**src/rtl/counter_2digit_down.sv**
```systemverilog
// Two-digit BCD down-counter with prescaled step, load with digit clamp,
// optional wrap from 00 to 99, and a one-cycle done pulse on reaching 00.
module counter_2digit_down #(
   parameter int PRESCALE = 1,
   parameter bit WRAP     = 1'b0
) (
   input  logic       clock,
   input  logic       reset,
   input  logic       load,
   input  logic [3:0] load_dig1,
   input  logic [3:0] load_dig0,
   input  logic       enable,
   output logic [3:0] dig1,
   output logic [3:0] dig0,
   output logic       zero,
   output logic       done
);

   localparam logic [15:0] LAST = 16'(PRESCALE - 1);

   logic [15:0] presc;
   logic        step;

   // Digits above 9 are forced to 9 so the display never sees a non-BCD value.
   function automatic logic [3:0] clamp_bcd(input logic [3:0] d);
      return (d > 4'd9) ? 4'd9 : d;
   endfunction

   // A step fires only on an enabled edge where the prescaler has reached its last count.
   always_comb begin
      step = enable && (presc == LAST);
   end

   // Zero is decoded straight from the digit registers.
   always_comb begin
      zero = (dig1 == 4'd0) && (dig0 == 4'd0);
   end

   // Digit, prescaler and done registers; load beats counting, reset beats both.
   always_ff @(posedge clock or posedge reset) begin
      if (reset) begin
         dig1  <= 4'd0;
         dig0  <= 4'd0;
         presc <= 16'd0;
         done  <= 1'b0;
      end else if (load) begin
         dig1  <= clamp_bcd(load_dig1);
         dig0  <= clamp_bcd(load_dig0);
         presc <= 16'd0;
         done  <= 1'b0;
      end else begin
         done <= 1'b0;
         if (enable) begin
            presc <= step ? 16'd0 : presc + 16'd1;
         end
         if (step) begin
            if (dig0 != 4'd0) begin
               dig0 <= dig0 - 4'd1;
               // Only the 01 -> 00 transition raises done.
               done <= (dig1 == 4'd0) && (dig0 == 4'd1);
            end else if (dig1 != 4'd0) begin
               dig0 <= 4'd9;
               dig1 <= dig1 - 4'd1;
            end else if (WRAP) begin
               dig1 <= 4'd9;
               dig0 <= 4'd9;
            end
         end
      end
   end

endmodule

```
**config.mk**
```make
export PLATFORM = sky130hd
export DESIGN_NAME = counter_2digit_down
export DESIGN_NICKNAME = d
export VERILOG_FILES = /design/src/rtl/counter_2digit_down.sv
export SDC_FILE = /design/constraint.sdc
export NUM_CORES = 1
export LEC_CHECK = 0
export ABC_AREA = 1
export CORE_MARGIN = 3
export CORE_UTILIZATION = 55
export DETAILED_ROUTE_END_ITERATION = 16
export PLACE_DENSITY_LB_ADDON = 0.25
export SLEW_MARGIN = 10
export SYNTH_ARGS = -nofsm -noshare
export SYNTH_HDL_FRONTEND = slang
export SYNTH_SLANG_ARGS = --single-unit
```
**constraint.sdc**
```tcl
create_clock -name clock -period 1.9 [get_ports clock]
set_input_delay 0.38 -clock clock [delete_from_list [all_inputs] [get_ports clock]]
set_output_delay 0.38 -clock clock [all_outputs]
set_load 0.01 [all_outputs]
```
==> report_table.html, run 1 <==
<table>
<tr><th>Metric</th><th>Value</th></tr>
<tr><th colspan="2">Run status</th></tr>
<tr><td>Result of the run</td><td>finished clean</td></tr>
<tr><th colspan="2">Die</th></tr>
<tr><td>Initial core utilization</td><td>58.8%</td></tr>
<tr><td>Count of standard-cell rows</td><td>19</td></tr>
<tr><td>Placeable Area</td><td>0.00283 mm²</td></tr>
<tr><td>Die Area</td><td>about 0.0037 mm²</td></tr>
<tr><td>Vertical extent of the die</td><td>61.0 µm</td></tr>
<tr><td>Number of placed I/O pins</td><td>22</td></tr>
<tr><td>Die boundary width</td><td>61.0 µm</td></tr>
<tr><th colspan="2">CTS</th></tr>
<tr><td>H-tree levels</td><td>1</td></tr>
<tr><td>TritonCTS clock tree</td><td>yes</td></tr>
<tr><td>Clock tree root buffer cell</td><td>clkbuf_4</td></tr>
<tr><td>Insertion delay to the later sink of the worst-skew pair</td><td>roughly 340 ps</td></tr>
<tr><td>TritonCTS Buffers</td><td>3</td></tr>
<tr><td>Number of buffers between clock root and the deepest sink</td><td>2</td></tr>
<tr><td>Clk pin slew, worst setup/hold paths</td><td>150 ps</td></tr>
<tr><td>Count of clock tree sinks</td><td>25</td></tr>
<tr><th colspan="2">Finish</th></tr>
<tr><td>Count of filler cells inserted in the layout</td><td>between 200 and 250</td></tr>
<tr><td>Antenna cells</td><td>0</td></tr>
<tr><td>Non-Filler Instances</td><td>330</td></tr>
<tr><td>Final std cell area, no fill</td><td>between 0.002 and 0.0025 mm²</td></tr>
<tr><td>Net count reported at finish</td><td>roughly 320</td></tr>
<tr><td>Fraction of final layout cells with drive strength greater than 1</td><td>roughly an eighth</td></tr>
<tr><td>Synth-to-Final Area Change</td><td>24.1%</td></tr>
<tr><th colspan="2">Power</th></tr>
<tr><td>Power density over the cells</td><td>roughly 800 mW/mm²</td></tr>
<tr><td>Net switching power</td><td>roughly 590 µW</td></tr>
<tr><td>Relative contribution of sequential cells to total power</td><td>approximately 40%</td></tr>
<tr><td>Clock Power Share</td><td>~15%</td></tr>
<tr><td>PnR Total Power</td><td>around 1600 µW</td></tr>
<tr><td>Max VDD drop</td><td>0.659 mV</td></tr>
<tr><td>Share of total power in combinational logic</td><td>between 40% and 50%</td></tr>
<tr><td>Cell internal power dissipation</td><td>~1100 µW</td></tr>
<tr><td>Switching Fraction</td><td>36.1%</td></tr>
<tr><td>Static Leak</td><td>approximately 0.0011 µW</td></tr>
<tr><th colspan="2">STA</th></tr>
<tr><td>Skew final</td><td>17.6 ps</td></tr>
<tr><td>Worst path setup slack after routing</td><td>between 80 and 90 ps</td></tr>
<tr><td>Number of endpoints with negative hold slack in the final report</td><td>0</td></tr>
<tr><td>Final sum of negative setup slack</td><td>0 ps</td></tr>
<tr><td>RSZ-0062 raised after global routing</td><td>yes</td></tr>
<tr><td>Timing-limited maximum frequency</td><td>0.550 GHz</td></tr>
<tr><td>Final setup violation count</td><td>0</td></tr>
<tr><td>Fin crit period</td><td>between 1500 and 2000 ps</td></tr>
<tr><td>Slew Limit Headroom</td><td>between 70% and 80%</td></tr>
<tr><td>Slew at the pin closest to its max-slew limit</td><td>~320 ps</td></tr>
<tr><td>Final period util</td><td>95.7%</td></tr>
<tr><td>Count of final max-slew check failures</td><td>0</td></tr>
<tr><th colspan="2">Place</th></tr>
<tr><td>DP HPWL</td><td>~2.8 mm</td></tr>
<tr><td>Pre-CTS worst setup slack</td><td>-28.4 ps</td></tr>
<tr><td>Cell count after placement</td><td>325</td></tr>
<tr><td>Routability congestion estimate</td><td>between 0.8 and 0.9</td></tr>
<tr><td>Instance area after placement</td><td>~0.002 mm²</td></tr>
<tr><td>IO buf count</td><td>21</td></tr>
<tr><th colspan="2">Logic synthesis</th></tr>
<tr><td>Top cells by area in the synthesized netlist</td><td>dfrtp_1 38%, nand2_1 19%, nor2_1 12%, nand3_1 8.4%, inv_1 6.3%</td></tr>
<tr><td>Cell taking the most area after synthesis</td><td>dfrtp_1</td></tr>
<tr><td>Post-synthesis sequential area ratio</td><td>37.6%</td></tr>
<tr><td>Number of flops mapped to enable cells by yosys</td><td>0</td></tr>
<tr><td>Yosys Warn Count</td><td>0</td></tr>
<tr><td>Fraction of post-synthesis cell area in the top cell type by area</td><td>~38%</td></tr>
<tr><td>Avg Synthesized Cell Area</td><td>about 6.4 µm²</td></tr>
<tr><td>Number of flip-flops and latches in the synthesized netlist</td><td>25</td></tr>
<tr><td>Number of distinct library cell variants in the gate-level netlist after synthesis</td><td>22</td></tr>
<tr><td>Number of nets produced by synthesis</td><td>about 280</td></tr>
<tr><td>Most frequent cell after synthesis</td><td>nand2_1</td></tr>
<tr><td>Post-synthesis cell area</td><td>~0.0017 mm²</td></tr>
<tr><td>Most numerous cell types in the synthesized netlist</td><td>83 x nand2_1, 53 x nor2_1, 28 x inv_1, 28 x nand3_1, 25 x dfrtp_1</td></tr>
<tr><td>Post-synth top flop</td><td>dfrtp_1</td></tr>
<tr><td>Async set-reset flop share out of synthesis</td><td>100%</td></tr>
<tr><td>Synthesized netlist cell count</td><td>about 260</td></tr>
<tr><th colspan="2">Critical path</th></tr>
<tr><td>R2r worst-path depth</td><td>12</td></tr>
<tr><td>Setup slack of the most critical reg-to-reg path</td><td>between 200 and 300 ps</td></tr>
<tr><td>Critical path buffer and inverter count</td><td>2</td></tr>
<tr><td>Kind of end point of the critical path</td><td>output port</td></tr>
<tr><td>Gate family responsible for the most delay along the worst path</td><td>buffers and inverters</td></tr>
<tr><td>Worst Path Required</td><td>between 1500 and 2000 ps</td></tr>
<tr><td>Endpoint of the lowest-slack register-to-register path</td><td>presc[13]</td></tr>
<tr><td>Arr. time, crit path</td><td>~1400 ps</td></tr>
<tr><td>Highest net fanout along the worst path</td><td>4</td></tr>
<tr><td>Critical Path Slowest Stage Cell</td><td>clkdlybuf4s50_1</td></tr>
<tr><td>Peak per-stage delay on the critical path</td><td>between 500 and 600 ps</td></tr>
<tr><td>Critical path startpoint category</td><td>flop</td></tr>
<tr><td>Startpoint of the most critical register-to-register path</td><td>presc[0]</td></tr>
<tr><td>Type of the setup path with the least slack</td><td>reg2out</td></tr>
<tr><td>List of cells traversed by the critical path</td><td>buf_4 &gt; clkdlybuf4s50_1</td></tr>
<tr><th colspan="2">Global routing</th></tr>
<tr><td>Antenna violations before repair</td><td>0</td></tr>
<tr><td>Number of global-route vias before repair</td><td>1573</td></tr>
<tr><td>Grt ovf</td><td>0</td></tr>
<tr><td>Maximum number of pins on one net before global-route repair</td><td>26</td></tr>
<tr><td>GRT Total Usage</td><td>roughly 22%</td></tr>
<tr><td>Global-route wire length before repair</td><td>~6.2 mm</td></tr>
<tr><th colspan="2">Route</th></tr>
<tr><td>Vias/cell</td><td>5.15</td></tr>
<tr><td>DRC errors left</td><td>0</td></tr>
<tr><td>Detailed-route wire length</td><td>about 3.6 mm</td></tr>
<tr><td>Post-Route M1 WL</td><td>1.70 mm</td></tr>
<tr><td>Length of routed met2 wiring</td><td>around 1.8 mm</td></tr>
<tr><td>Total vias in the final route</td><td>between 1.5k and 2k</td></tr>
<tr><td>Average routed wire per standard cell</td><td>~11 µm</td></tr>
<tr><td>Length of routed met3 wiring</td><td>between 100 and 150 µm</td></tr>
<tr><td>Number of iterations in the first detailed-routing pass</td><td>4</td></tr>
<tr><td>Detail Route Antenna Nets</td><td>0</td></tr>
<tr><td>Highest routing layer actually used</td><td>met4</td></tr>
<tr><td>Detailed router's first-iteration violation count</td><td>approximately 80</td></tr>
<tr><th colspan="2">Hold path</th></tr>
<tr><td>Hold crit path type</td><td>in2async</td></tr>
<tr><th colspan="2">Job</th></tr>
<tr><td>Number of max-capacitance violations reported</td><td>0</td></tr>
</table>
==> layer usage <==
layer	vias up	GRT usage [%]
met2	28	39.8
met3	4	4.47
met1	770	26.8
met4	0	6.19
met5	-	0
li1	898	-
==> worst reg2reg max path: cells and delay by family, from the launching register on <==
kind	cells	cell delay, ps
flops	1	440
simple gates	7	500
buf+inv	4	410
fa+ha+maj	1	170
==> power by group through the flow <==
stage          registers (µW)  clock network [µW]  logic, µW
2_1_floorplan             696                   0        291
3_3_place_gp              645                   0        673
3_5_place_dp              646                   0        682
4_1_cts                   635                 257        698
5_1_grt                   657                 287        829
6_report                  645                 249        754
==> how the worst max path moves through the flow <==
stage / startpoint / to / slack, ps / cells past startpoint
after detailed placement: enable / dig1[3] / -30 / 11
after global routing: dig1[0] / zero / -20 / 7
final: dig1[2] / dig1[2] / 80 / 2
after global placement: dig1[0] / zero / 40 / 7
after floorplan: dig1[0] / dig0[2] / 390 / 9
after CTS: dig1[0] / zero / 40 / 7
==> placed cells by master (no fill, tap or decap), types with 2 or more instances in the layout <==
cell type        instances
a21oi_1                  5
a22oi_1                  2
buf_4                   18
clkbuf_4                 3
clkdlybuf4s50_1         19
dfrtp_1                 25
ha_1                     2
inv_1                   25
inv_2                    6
nand2_1                 82
nand2_2                  3
nand3_1                 28
nand4_1                  5
nor2_1                  51
nor2_2                   5
nor3_1                   3
o21ai_0                  7
==> kinds of logic (layout without fill, tap and decap cells) <==
family | after synthesis | count (layout) | synth area share (%)
AND/OR/NAND/NOR | 179 | 179 | 44.5
flip-flops | 25 | 25 | 37.6
buffers and inverters | 36 | 74 | 9.18
AO/OA/AOI/OAI | 16 | 16 | 5.34
XOR/XNOR | 2 | 2 | 1.05
adder cells (fa/ha/maj) | 3 | 3 | 2.26
==> what timing repair did <==
action | CTS | global route
endpoints found under the setup margin | 1 | 2
setup buffers | 1 | 0
hold endpoints to repair | 0 | 0
resized for setup | 4 | 10
pin swaps | 0 | 4
hold buffers | 0 | 0
gates cloned | 0 | 0
==> final cells by class <==
type                            count  area [µm²]  share of cell area [%]
Sequential cell                    25         626                    30.3
Clock inverter                      1        7.51                   0.364
Timing Repair Buffer               39         343                    16.6
Clock buffer                        3        22.5                    1.09
Inverter                           31         116                    5.64
Tap cell                           31        38.8                    1.88
Multi-Input combinational cell    200         910                    44.1
==> per-stage QoR <==
step                      utilization, %  hold slack [ps]
final                               72.9              368
after global placement              70.8              512
after floorplan                        -              407
after CTS                           72.0              367
after global routing                72.9              387
after detailed placement            70.8              529
==> registers in the layout (all words and copies together) (netlist names) <==
signal and cells:
dig1 4, presc 16, dig0 4, done 1
No activity file was read; power rests on OpenSTA's default activity.
==> run 2: changes to the inputs <==
--- a/config.mk
+++ b/config.mk
@@ -6,7 +6,6 @@
 export NUM_CORES = 1
 export LEC_CHECK = 0
 export ABC_AREA = 1
-export CORE_MARGIN = 3
 export CORE_UTILIZATION = 55
 export DETAILED_ROUTE_END_ITERATION = 16
 export PLACE_DENSITY_LB_ADDON = 0.25
==> run 2 against run 1 <==
Net effect:
- register-to-register slack barely moved
- highest routed layer unchanged
- worst hold slack improved by 33 ps
- routed wire length fell by 0.30%
- setup slack got worse by 9.4 ps
- sequential power fell by 1%
- fmax fell by 0.51%
- power fell by 2.6%
==> report_table.html, run 2 (same netlist as run 1, synthesis figures left out) <==
<table>
<tr><th>Metric</th><th>Value</th></tr>
<tr><th colspan="2">STA</th></tr>
<tr><td>Final sum of negative setup slack</td><td>0 ps</td></tr>
<tr><td>Number of endpoints with negative hold slack in the final report</td><td>0</td></tr>
<tr><td>Slew at the pin closest to its max-slew limit</td><td>about 320 ps</td></tr>
<tr><td>RSZ-0062 raised after global routing</td><td>no</td></tr>
<tr><td>Fin crit period</td><td>1830 ps</td></tr>
<tr><td>Slew Limit Headroom</td><td>78.4%</td></tr>
<tr><td>Final setup violation count</td><td>0</td></tr>
<tr><td>Final period util</td><td>between 90% and 100%</td></tr>
<tr><td>Skew final</td><td>4.74 ps</td></tr>
<tr><td>Timing-limited maximum frequency</td><td>0.547 GHz</td></tr>
<tr><td>Count of final max-slew check failures</td><td>0</td></tr>
<tr><th colspan="2">Hold path</th></tr>
<tr><td>Hold crit path type</td><td>in2async</td></tr>
<tr><th colspan="2">Power</th></tr>
<tr><td>Max VDD drop</td><td>around 0.60 mV</td></tr>
<tr><td>Clock Power Share</td><td>14.8%</td></tr>
<tr><td>Switching Fraction</td><td>about a third</td></tr>
<tr><td>Share of total power in combinational logic</td><td>a little under half</td></tr>
<tr><td>Static Leak</td><td>roughly 0.0011 µW</td></tr>
<tr><td>Cell internal power dissipation</td><td>1050 µW</td></tr>
<tr><td>Relative contribution of sequential cells to total power</td><td>between 30% and 40%</td></tr>
<tr><td>Net switching power</td><td>around 560 µW</td></tr>
<tr><td>Power density over the cells</td><td>between 700 and 800 mW/mm²</td></tr>
<tr><td>PnR Total Power</td><td>about 1600 µW</td></tr>
<tr><th colspan="2">Route</th></tr>
<tr><td>Detailed router's first-iteration violation count</td><td>around 80</td></tr>
<tr><td>Total vias in the final route</td><td>around 1.7k</td></tr>
<tr><td>Number of iterations in the first detailed-routing pass</td><td>4</td></tr>
<tr><td>Detail Route Antenna Nets</td><td>0</td></tr>
<tr><td>Average routed wire per standard cell</td><td>about 11 µm</td></tr>
<tr><td>Detailed-route wire length</td><td>3.61 mm</td></tr>
<tr><td>Vias/cell</td><td>around 5</td></tr>
<tr><td>DRC errors left</td><td>0</td></tr>
<tr><th colspan="2">CTS</th></tr>
<tr><td>TritonCTS Buffers</td><td>3</td></tr>
<tr><td>Number of buffers between clock root and the deepest sink</td><td>2</td></tr>
<tr><td>Insertion delay to the later sink of the worst-skew pair</td><td>310 ps</td></tr>
<tr><td>Number of buffers inserted by hold repair at cts</td><td>0</td></tr>
<tr><td>Clk pin slew, worst setup/hold paths</td><td>140 ps</td></tr>
<tr><td>H-tree levels</td><td>1</td></tr>
<tr><td>TritonCTS clock tree</td><td>yes</td></tr>
<tr><td>Count of clock tree sinks</td><td>25</td></tr>
<tr><td>Clock tree root buffer cell</td><td>clkbuf_4</td></tr>
<tr><th colspan="2">Finish</th></tr>
<tr><td>Top register by number of flip-flops</td><td>presc</td></tr>
<tr><td>Largest registers</td><td>presc: 16 flops, dig0: 4 flops, dig1: 4 flops</td></tr>
<tr><td>Antenna cells</td><td>0</td></tr>
<tr><td>Count of filler cells inserted in the layout</td><td>roughly 240</td></tr>
<tr><td>Final Util</td><td>73.7%</td></tr>
<tr><td>Non-Filler Instances</td><td>approximately 330</td></tr>
<tr><td>Largest register FFs</td><td>16</td></tr>
<tr><td>Commonest cells after routing, fill and taps aside</td><td>82 x nand2_1, 51 x nor2_1, 28 x nand3_1, 27 x inv_1, 25 x dfrtp_1</td></tr>
<tr><td>Fraction of final layout cells with drive strength greater than 1</td><td>around an eighth</td></tr>
<tr><td>Commonest non-fill, non-tap cell in the layout</td><td>nand2_1</td></tr>
<tr><td>Synth-to-Final Area Change</td><td>24.4%</td></tr>
<tr><td>Net count reported at finish</td><td>roughly 320</td></tr>
<tr><th colspan="2">Global routing</th></tr>
<tr><td>GRT Total Usage</td><td>about a quarter</td></tr>
<tr><td>Maximum number of pins on one net before global-route repair</td><td>26</td></tr>
<tr><td>Global-route wire length before repair</td><td>approximately 6.5 mm</td></tr>
<tr><td>Antenna violations before repair</td><td>0</td></tr>
<tr><td>Grt ovf</td><td>0</td></tr>
<tr><td>Number of global-route vias before repair</td><td>1574</td></tr>
<tr><th colspan="2">Job</th></tr>
<tr><td>Number of max-capacitance violations reported</td><td>0</td></tr>
<tr><th colspan="2">Place</th></tr>
<tr><td>IO buf count</td><td>21</td></tr>
<tr><td>DP HPWL</td><td>approximately 2.8 mm</td></tr>
<tr><td>Routability congestion estimate</td><td>about 0.83</td></tr>
<tr><td>Cell count after placement</td><td>roughly 330</td></tr>
<tr><th colspan="2">Critical path</th></tr>
<tr><td>Cell type with the highest occurrence count on the critical path</td><td>buf_4</td></tr>
<tr><td>Type of the setup path with the least slack</td><td>reg2out</td></tr>
<tr><td>Arr. time, crit path</td><td>between 1000 and 1500 ps</td></tr>
<tr><td>Worst Path Required</td><td>1520 ps</td></tr>
<tr><td>List of cells traversed by the critical path</td><td>buf_4 &gt; buf_4 &gt; clkdlybuf4s50_1</td></tr>
<tr><td>Highest net fanout along the worst path</td><td>3</td></tr>
<tr><td>Peak per-stage delay on the critical path</td><td>~470 ps</td></tr>
<tr><td>Critical Path Slowest Stage Cell</td><td>clkdlybuf4s50_1</td></tr>
<tr><td>Critical path startpoint category</td><td>flop</td></tr>
<tr><td>Kind of end point of the critical path</td><td>output port</td></tr>
<tr><th colspan="2">Die</th></tr>
<tr><td>Count of standard-cell rows</td><td>19</td></tr>
<tr><td>Vertical extent of the die</td><td>about 57 µm</td></tr>
<tr><td>Die Area</td><td>around 0.0032 mm²</td></tr>
<tr><td>Number of placed I/O pins</td><td>22</td></tr>
<tr><td>Die boundary width</td><td>about 57 µm</td></tr>
<tr><td>Initial core utilization</td><td>59.3%</td></tr>
<tr><td>Placeable Area</td><td>between 0.002 and 0.003 mm²</td></tr>
<tr><th colspan="2">Run status</th></tr>
<tr><td>Result of the run</td><td>finished clean</td></tr>
</table>
[run 2: cell count changes in the layout (fill, tap and decap cells not counted), sizes merged]
cell and change:
buf +2, dlymetal6s2s -1, clkdlybuf4s50 +1, clkbuf +1, clkinvlp -1
[run 2: what timing repair did]
item,in CTS,in global routing
setup buffers,2,1
endpoints found under the setup margin,1,1
pin swaps,1,3
resized for setup,5,6
hold endpoints to repair,0,0
[run 2: final timing paths]
path,startpoint,end,slack [ps],cells past startpoint
setup / recovery,dig1[0],dig1[0],70,3
hold / removal,reset,presc[15],400,3
setup reg to reg,presc[0],dig1[0],260,12
hold reg to reg,dig1[3],dig1[3],540,2
max in group asynchronous,reset,presc[7],1260,3
min in group clock,dig1[3],dig1[3],540,2
[run 2: power by group through the flow]
stage / registers, µW / clock network (µW) / logic [µW]
4_1_cts: 635 / 240 / 702
5_1_grt: 644 / 274 / 815
6_report: 638 / 237 / 730
3_3_place_gp: 645 / 0 / 666
2_1_floorplan: 696 / 0 / 291
3_5_place_dp: 645 / 0 / 678
[run 2: cell type report]
| type | count | area, µm² | area share [%] |
|---|---|---|---|
| Multi-Input combinational cell | 200 | 900 | 43.5 |
| Sequential cell | 25 | 626 | 30.2 |
| Timing Repair Buffer | 41 | 362 | 17.5 |
| Inverter | 31 | 116 | 5.63 |
| Tap cell | 31 | 38.8 | 1.88 |
| Clock buffer | 4 | 26.3 | 1.27 |
[run 2: metrics by stage]
| stage | setup WS [ps] | hold slack, ps | area (µm²) |
|---|---|---|---|
| 2_1_floorplan | 388 | 407 | 1660 |
| 3_3_place_gp | 34.8 | 516 | 2000 |
| 3_5_place_dp | -9.83 | 509 | 2000 |
| 4_1_cts | 43.9 | 402 | 2040 |
| 5_1_grt | 3.35 | 422 | 2070 |
| 6_report | 71.5 | 402 | 2070 |
[run 2: critical path, delay by kind of cell, from the launching register on]
family,cells,cell delay [ps]
DFF,1,410
buffers and inverters,3,730
[run 2: routing by layer]
| layer | vias up | global-route usage (%) | part of all wire, % |
|---|---|---|---|
| met5 | - | 0 | 0 |
| li1 | 897 | - | - |
| met1 | 752 | 33.3 | 47 |
| met3 | 2 | 2.95 | 2.8 |
| met4 | 0 | 6.97 | 0.47 |
| met2 | 30 | 43.5 | 50 |
